$ cat config.mk
export PLATFORM = sky130hd
export DESIGN_NAME = imm_encode_unit_flat
export DESIGN_NICKNAME = d
export VERILOG_FILES = /design/src/rtl/imm_encode_unit_if.sv /design/src/rtl/imm_encode_unit.sv /design/src/flat_wrapper.sv
export SDC_FILE = /design/constraint.sdc
export NUM_CORES = 1
export LEC_CHECK = 0
export CORE_MARGIN = 8
export CORE_UTILIZATION = 30
export CTS_CLUSTER_SIZE = 30
export DETAILED_ROUTE_END_ITERATION = 12
export GPL_TIMING_DRIVEN = 0
export MAX_ROUTING_LAYER = met4
export REMOVE_ABC_BUFFERS = 1
export SYNTH_ARGS = -nofsm -noshare
export SYNTH_HDL_FRONTEND = slang
export SYNTH_SLANG_ARGS = --single-unit
$ cat constraint.sdc
create_clock -name clk -period 6.71 [get_ports clk]
set_input_delay 0.671 -clock clk [delete_from_list [all_inputs] [get_ports clk]]
set_output_delay 0.671 -clock clk [all_outputs]
set_load 0.01 [all_outputs]
$ cat src/rtl/imm_encode_unit_if.sv
// Request/response bundle for the immediate encoder.
// Master drives requests and the output ready; slave is the encoder.
interface imm_encode_unit_if;
    logic        InValid;
    logic        InReady;
    logic [31:0] Imm;
    logic [2:0]  Type;
    logic [6:0]  Opcode;
    logic        OutValid;
    logic        OutReady;
    logic [31:0] Instr;
    logic        RangeErr;
    logic [7:0]  ErrCount;

    modport master (
        output InValid, Imm, Type, Opcode, OutReady,
        input  InReady, OutValid, Instr, RangeErr, ErrCount
    );

    modport slave (
        input  InValid, Imm, Type, Opcode, OutReady,
        output InReady, OutValid, Instr, RangeErr, ErrCount
    );
endinterface

$ cat src/rtl/imm_encode_unit.sv
// Two-stage immediate encoder: S1 captures the request and its range
// flag, S2 holds the packed instruction word until the consumer takes it.
module imm_encode_unit #(
    parameter int CHECK_RANGE = 1
) (
    input logic              clk,
    input logic              rst,
    imm_encode_unit_if.slave bus
);
    localparam logic [2:0] T_R = 3'd0;
    localparam logic [2:0] T_I = 3'd1;
    localparam logic [2:0] T_S = 3'd2;
    localparam logic [2:0] T_B = 3'd3;
    localparam logic [2:0] T_U = 3'd4;
    localparam logic [2:0] T_J = 3'd5;

    localparam bit CHK = (CHECK_RANGE != 0);

    logic        s1v_q, s1v_d;
    logic [31:0] s1_imm_q, s1_imm_d;
    logic [2:0]  s1_type_q, s1_type_d;
    logic [6:0]  s1_op_q, s1_op_d;
    logic        s1_err_q, s1_err_d;
    logic        s2v_q, s2v_d;
    logic [31:0] s2_instr_q, s2_instr_d;
    logic        s2_err_q, s2_err_d;
    logic [7:0]  err_cnt_q, err_cnt_d;

    logic        s2_adv;
    logic        in_rdy;
    logic        in_fire;
    logic        out_fire;
    logic        rng_err;
    logic [31:7] imm_f;
    logic [31:0] packed_w;

    assign s2_adv   = !s2v_q || bus.OutReady;
    assign in_rdy   = !rst && (!s1v_q || s2_adv);
    assign in_fire  = bus.InValid && in_rdy;
    assign out_fire = s2v_q && bus.OutReady;

    assign bus.InReady  = in_rdy;
    assign bus.OutValid = s2v_q;
    assign bus.Instr    = s2_instr_q;
    assign bus.RangeErr = s2_err_q;
    assign bus.ErrCount = err_cnt_q;

    // Range check on the incoming immediate: does it fit the type's field?
    always_comb begin
        rng_err = 1'b1;
        unique case (bus.Type)
            T_I, T_S: rng_err = !(&bus.Imm[31:11] || ~|bus.Imm[31:11]);
            T_B: rng_err = !(&bus.Imm[31:12] || ~|bus.Imm[31:12])
                           || bus.Imm[0];
            T_J: rng_err = !(&bus.Imm[31:20] || ~|bus.Imm[31:20])
                           || bus.Imm[0];
            T_U: rng_err = |bus.Imm[11:0];
            T_R: rng_err = |bus.Imm;
            default: rng_err = 1'b1;
        endcase
    end

    // Scatter the captured immediate into the instruction field layout.
    always_comb begin
        imm_f = '0;
        unique case (s1_type_q)
            T_I: imm_f[31:20] = s1_imm_q[11:0];
            T_S: begin
                imm_f[31:25] = s1_imm_q[11:5];
                imm_f[11:7]  = s1_imm_q[4:0];
            end
            T_B: begin
                imm_f[31]    = s1_imm_q[12];
                imm_f[30:25] = s1_imm_q[10:5];
                imm_f[11:8]  = s1_imm_q[4:1];
                imm_f[7]     = s1_imm_q[11];
            end
            T_U: imm_f[31:12] = s1_imm_q[31:12];
            T_J: begin
                imm_f[31]    = s1_imm_q[20];
                imm_f[30:21] = s1_imm_q[10:1];
                imm_f[20]    = s1_imm_q[11];
                imm_f[19:12] = s1_imm_q[19:12];
            end
            default: imm_f = '0;
        endcase
        packed_w = {imm_f, s1_op_q};
    end

    // Next-state: S1 refills while S2 drains, S2 holds under backpressure.
    always_comb begin
        s1v_d      = s1v_q;
        s1_imm_d   = s1_imm_q;
        s1_type_d  = s1_type_q;
        s1_op_d    = s1_op_q;
        s1_err_d   = s1_err_q;
        s2v_d      = s2v_q;
        s2_instr_d = s2_instr_q;
        s2_err_d   = s2_err_q;
        err_cnt_d  = err_cnt_q;

        if (s2_adv) begin
            s2v_d      = s1v_q;
            s2_instr_d = s1v_q ? packed_w : '0;
            s2_err_d   = s1v_q && s1_err_q;
        end

        if (in_fire) begin
            s1v_d     = 1'b1;
            s1_imm_d  = bus.Imm;
            s1_type_d = bus.Type;
            s1_op_d   = bus.Opcode;
            s1_err_d  = CHK && rng_err;
        end else if (s2_adv) begin
            s1v_d = 1'b0;
        end

        if (out_fire && s2_err_q && err_cnt_q != 8'hFF) begin
            err_cnt_d = err_cnt_q + 8'd1;
        end
    end

    // Pipeline and error counter registers, cleared asynchronously.
    always_ff @(posedge clk or posedge rst) begin
        if (rst) begin
            s1v_q      <= 1'b0;
            s1_imm_q   <= '0;
            s1_type_q  <= '0;
            s1_op_q    <= '0;
            s1_err_q   <= 1'b0;
            s2v_q      <= 1'b0;
            s2_instr_q <= '0;
            s2_err_q   <= 1'b0;
            err_cnt_q  <= '0;
        end else begin
            s1v_q      <= s1v_d;
            s1_imm_q   <= s1_imm_d;
            s1_type_q  <= s1_type_d;
            s1_op_q    <= s1_op_d;
            s1_err_q   <= s1_err_d;
            s2v_q      <= s2v_d;
            s2_instr_q <= s2_instr_d;
            s2_err_q   <= s2_err_d;
            err_cnt_q  <= err_cnt_d;
        end
    end
endmodule

$ cat src/flat_wrapper.sv
// flat-port wrapper written by rule: the top's interface ports become plain ports
module imm_encode_unit_flat 
#(
    parameter int CHECK_RANGE = 1
)
  (clk, rst, bus_InValid, bus_Imm, bus_Type, bus_Opcode, bus_OutReady, bus_InReady, bus_OutValid, bus_Instr, bus_RangeErr, bus_ErrCount);
  imm_encode_unit_if bus_i ();
  input logic clk;
  input logic rst;
  input wire logic [$bits(bus_i.InValid)-1:0] bus_InValid;
  input wire logic [$bits(bus_i.Imm)-1:0] bus_Imm;
  input wire logic [$bits(bus_i.Type)-1:0] bus_Type;
  input wire logic [$bits(bus_i.Opcode)-1:0] bus_Opcode;
  input wire logic [$bits(bus_i.OutReady)-1:0] bus_OutReady;
  output wire logic [$bits(bus_i.InReady)-1:0] bus_InReady;
  output wire logic [$bits(bus_i.OutValid)-1:0] bus_OutValid;
  output wire logic [$bits(bus_i.Instr)-1:0] bus_Instr;
  output wire logic [$bits(bus_i.RangeErr)-1:0] bus_RangeErr;
  output wire logic [$bits(bus_i.ErrCount)-1:0] bus_ErrCount;
  assign bus_i.InValid = bus_InValid;
  assign bus_i.Imm = bus_Imm;
  assign bus_i.Type = bus_Type;
  assign bus_i.Opcode = bus_Opcode;
  assign bus_i.OutReady = bus_OutReady;
  assign bus_InReady = bus_i.InReady;
  assign bus_OutValid = bus_i.OutValid;
  assign bus_Instr = bus_i.Instr;
  assign bus_RangeErr = bus_i.RangeErr;
  assign bus_ErrCount = bus_i.ErrCount;
  imm_encode_unit #(.CHECK_RANGE(CHECK_RANGE)) u_core (.clk(clk), .rst(rst), .bus(bus_i));
endmodule
## Word level (Yosys, flattened, before mapping)

Cells that the tools add are included.

- Flip-flop bits (word level): 86
- Bits in latches: 0
- RAM bits: 0
- Bits in read-only memories: 0
- Memories: 0

- Add/sub/neg operators: 1
- $mul: 0
- Div/mod/pow operators: 0
- Magnitude comparators: 0
- Equal/unequal tests: 11
- Shift-type cells: 0
- Mux-type cells: 8
- Bitwise operators: 0
- Reduce and logical (&&, ||, !) cells: 35

Operators by type and width:

| cell | number |
|---|---|
| $mux 32 | 1 |
| $reduce_or 32->1 | 1 |
| $pmux 7 s4 | 1 |
| $reduce_or 12->1 | 2 |
| $reduce_and 21->1 | 1 |
| $reduce_or 21->1 | 1 |
| $reduce_and 20->1 | 1 |
| $reduce_or 20->1 | 1 |
| $pmux 5 s3 | 1 |
| $eq 3x2->1 const B | 4 |
| $eq 3x3->1 const B | 4 |
| $reduce_and 12->1 | 1 |
| $pmux 5 s2 | 1 |
| $logic_not 1->1 | 9 |
| $add 8x1->8 const B | 1 |
| $mux 8 | 1 |
| $ne 8x8->1 const B | 1 |
| $logic_or 1x1->1 | 7 |
| $eq 3x1->1 const B | 2 |
| $logic_and 1x1->1 | 6 |
| $reduce_or 2->1 | 3 |
| $pmux 1 s5 | 1 |
| $logic_not 3->1 | 1 |
| $mux 1 | 2 |
| $reduce_bool 2->1 | 1 |

## Logic depth before layout (Yosys ltp)

- Depth in word-level cells: 6
- Depth in mapped cells: 7
- Gate-level depth less buffers: 6

## Least setup slack after synthesis

No wires, ideal clock.

- Kind: input to register
- Start: input port rst
- End: register u_core.s1_err_q
- Data arrival time: 3246 ps
- Data required time: 6572 ps
- Setup slack: 3326 ps
- Cell stages on the path: 4
- Path buffers: 0
- Path through: inv_1 -> nand3_4 -> o32ai_2 -> a32oi_1

- Longest elaborated chain between the ends: 3

Ends and longest elaborated chain:

| what | RTL line | text |
|---|---|---|
| from (decl) | flat_wrapper.sv:9 | `input logic rst;` |
| $logic_not 1->1 | imm_encode_unit.sv:38 | `assign in_rdy = !rst && (!s1v_q \|\| s2_adv);` |
| $logic_and 1x1->1 | imm_encode_unit.sv:38 |  |
| $logic_and 1x1->1 | imm_encode_unit.sv:39 | `assign in_fire = bus.InValid && in_rdy;` |
| to (signal assigned) | imm_encode_unit.sv:140 | `s1_err_q <= s1_err_d;` |
| to (decl) | imm_encode_unit.sv:23 | `logic s1_err_q, s1_err_d;` |

No other way between the ends.
A chain may end at the register's enable or synchronous reset.

## Worst setup path after layout

- Start: input port bus_OutReady
- End: output port bus_InReady

- Longest elaborated chain between the ends: 3

Ends and longest elaborated chain:

| what | RTL line | text |
|---|---|---|
| from (decl) | flat_wrapper.sv:14 | `input wire logic [$bits(bus_i.OutReady)-1:0] bus_OutReady;` |
| $logic_or 1x1->1 | imm_encode_unit.sv:37 | `assign s2_adv = !s2v_q \|\| bus.OutReady;` |
| $logic_or 1x1->1 | imm_encode_unit.sv:38 |  |
| $logic_and 1x1->1 | imm_encode_unit.sv:38 |  |
| to (decl) | flat_wrapper.sv:15 | `output wire logic [$bits(bus_i.InReady)-1:0] bus_InReady;` |

No other way between the ends.

==> impl_metrics.csv <==
group,metric,value,unit
power,leakagePower,2.36,nW
critical_path,worst-path-max-fanout,11,
clock_network,cts_hold_buf,0,
route,wirelength,9980,um
sta,worst_pin_slew,600,ps
critical_path,worstPathCellList,"clkdlybuf4s50_1 > nor2b_4 > a21oi_1 > clkdlybuf4s50_1",
critical_path,cp-end-kind,"output port",
layout,fin_nets,514,
route,wl_per_cell,15.6,um
sta,setup-violations-final,0,
global_route,groute.usage.overall,13.1,%
yosys,synth_edf_count,0,
critical_path,slowest_stage,"clkdlybuf4s50_1",
yosys,yosysUniqueCellTypes,46,
clock_network,cts.sinks,86,
clock_network,cts_setup_buffers,0,
critical_path,worstSetupPathType,"in2out",
global_route,grt_overflow,0,
power,p_int,1.03,mW
critical_path,cp-start-kind,"input port",
yosys,synth-seq-area-share,57.8,%
critical_path,startpoint,"bus_OutReady",
global_route,antenna_found_initial,0,
global_route,met2_usage,21.3,%
critical_path,worstReg2RegStart,"u_core.bus.OutValid$_DFFE_PP0P_",
power,irDropWorstVdd,98.4,uV
sta,max_slew_margin,59.9,%
power,p_seq_share,45.0,%
power,p_clk_share,38.0,%
critical_path,arrival,2170,ps
layout,diodes,0,
critical_path,reg2reg_to,"u_core.bus.Instr[22]$_DFFE_PP0P_",
die,initial_utilization,30.9,%
clock_network,clk_path_buf_depth,2,
sta,timing.final.ws_setup,3860,ps
critical_path,crit_family,"buffers and inverters",
clock_network,cts_root_buf,"clkbuf_16",
die,die_area,16200,um^2
power,p_switching,0.375,mW
power,powerDensity,274,nW/um^2
route,drtIter0Drc,210,
hold_path,worstHoldPathType,"reg2reg",
clock_network,cts_buffers,9,
yosys,synth_seq_cells,86,
global_route,grt_max_degree,63,
global_route,grt.busiest_layer,"met2",
hold_path,holdCritStartpoint,"u_core.bus.Instr[2]$_DFFE_PP0P_",
yosys,syn-mean-instance-area,9.70,um^2
placement,dp_slack,3810,ps
critical_path,ff2ff_path_depth,5,
clock_network,path_clk_slew,60,ps
sta,rsz0062_at_grt,"no",
critical_path,path_common_cell,"clkdlybuf4s50_1",
power,power_frac_comb,17.0,%
sta,finClkSkew,11.4,ps
route,drt-pass1-iter-count,4,
sta,max_freq,351,MHz
status,status,"finished clean",
clock_network,cts_tree,"yes",
yosys,yosys_warnings,0,
die,die_y,127,um
flow_run,cap_viol_max_count,0,
layout,syn_to_final_growth,37.5,%
clock_network,clk_latency,340,ps
placement,finalWeightedCongestion,0.807,
die,rows,40,
layout,drive_gt1_share,6.78,%
route,viasPerCell,4.69,
critical_path,worst_ep_required_time,6040,ps
die,ios,89,
critical_path,cp.buffers_inverters,2,
critical_path,r2r_slack,4720,ps
yosys,ys.flop_type,"dfrtp_1",
yosys,synthCells,384,
critical_path,cpPeakStageDelay,510,ps
global_route,grt_use_met1,16.0,%
clock_network,cts_resized,0,
power,swShare,26.7,%
hold_path,min_to,"u_core.bus.Instr[2]$_DFFE_PP0P_",
die,fp.dieW,127,um
sta,slew_violations,0,
route,dr_total_vias,3003,
hold_path,worstHoldPathCells,2,
sta,hold_viol,0,
global_route,grt_pass1_wl,16500,um
clock_network,htreeDepth,3,
global_route,grt_pass1_vias,3181,
sta,finalWorstPathRequiredPeriod,2850,ps
sta,setup_tns,0,ps
route,detail-route-antenna-nets,0,
die,coreArea,12100,um^2
sta,layout_worst_path_cycle_share,42.4,%
placement,portBuffers,88,
route,drc,0,
yosys,synthArstFlopShare,100,%
global_route,grtUsageMet3,3.29,%
placement,dpl.hpwl,7240,um
yosys,syn-cell-area,3730,um^2
power,power,1.41,mW
[how the worst max path moves through the flow]
stage,slack [ps],end,cells after the start
3_3_place_gp,840,u_core.s1_err_q$_DFFE_PP0P_,5
4_1_cts,3840,bus_InReady,4
3_5_place_dp,3810,u_core.bus.Instr[21]$_DFFE_PP0P_,6
6_report,3860,bus_InReady,4
5_1_grt,3780,bus_InReady,4
2_1_floorplan,2720,u_core.s1_err_q$_DFFE_PP0P_,4
[state kept, by name (all words and copies together) (netlist names)]
| register | cells |
|---|---|
| u_core.bus.OutValid | 1 |
| u_core.bus.RangeErr | 1 |
| u_core.bus.Instr | 32 |
| u_core.s1_imm_q | 32 |
| u_core.s1_op_q | 7 |
| u_core.s1v_q | 1 |
| u_core.s1_err_q | 1 |
| u_core.s1_type_q | 3 |
| u_core.bus.ErrCount | 8 |
[routing by layer]
layer | share of wire [%] | routed length [um]
met1 | 46 | 4590
met2 | 48 | 4790
met3 | 5.2 | 517
met4 | 0.78 | 78
met5 | 0 | 0
[area by class of cell]
cell class                 instances  area [um^2]
multi-input combinational        272         1450
timing repair buffer              91          963
fill                            1160         6940
clock inverter                     7         97.6
tap                              168          210
clock buffer                       9          225
sequential                        86         2150
inverter                           7         28.8
[Yosys cell counts, types with 2 or more instances]
master    instances  area, um^2
a222oi_1          4        40.0
buf_6             2        22.5
xor2_1            3        26.3
nor2_1            8        30.0
nor4_1            6        37.5
a21oi_1           5        25.0
clkbuf_1          4        15.0
a32oi_1           2        17.5
nand2b_1          5        31.3
nand3_1          11        55.1
inv_1             7        26.3
nand4_1           7        43.8
nor3_1            3        15.0
xnor2_1           7        61.3
and3_1            2        12.5
mux2_2            2        22.5
buf_2            11        55.1
nand2_1         158         593
dfrtp_1          86        2150
a22oi_1           7        52.6
o21ai_1           7        35.0
a22o_1           13         114
[cell families after synthesis]
| kind of cell | share of synthesized area (%) |
|---|---|
| xor gates and xnor gates | 2.35 |
| AOI/OAI and AO/OA | 9.84 |
| buffers and inverters | 3.79 |
| adders and majority gates | 0.336 |
| and+or+nand+nor | 24.7 |
| muxes | 1.18 |
| DFF | 57.8 |
[power groups by stage]
stage	sequential, mW	combinational, mW	clock [mW]
floorplan	0.642	0.105	0
global placement	0.639	0.230	0
detailed placement	0.643	0.243	0
CTS	0.633	0.244	0.549
global route	0.643	0.268	0.569
finish	0.633	0.239	0.534
[placed cells by master, fill, tap and decap left out, drive strengths merged, types with 4 or more instances in the layout]
cell and count:
nand2 159, clkdlybuf4s50 88, dfrtp 86, a22o 13
nand3 12, clkbuf 9, nor2 9, o21ai 8
inv 8, a22oi 7, nand4 7, xnor2 7
nor4 6, a21oi 6, nand2b 5, a222oi 4
nor3 4
[stage by stage]
step                util (%)  hold slack [ps]  instances  cell area [um^2]
floorplan                  -              445        365              3610
global route            42.5              500        640              5120
finish                  42.5              463        640              5120
global placement        39.0              449        621              4700
detailed placement      39.8              455        624              4800
CTS                     42.5              470        640              5120
[tightest hold or removal path: cells and delay by family, from the launching register on]
kind / cells / cell delay, ps
flip-flops: 1 / 340
AND/OR/NAND/NOR: 2 / 90
Note: power is estimated with default switching activity, not from simulation.
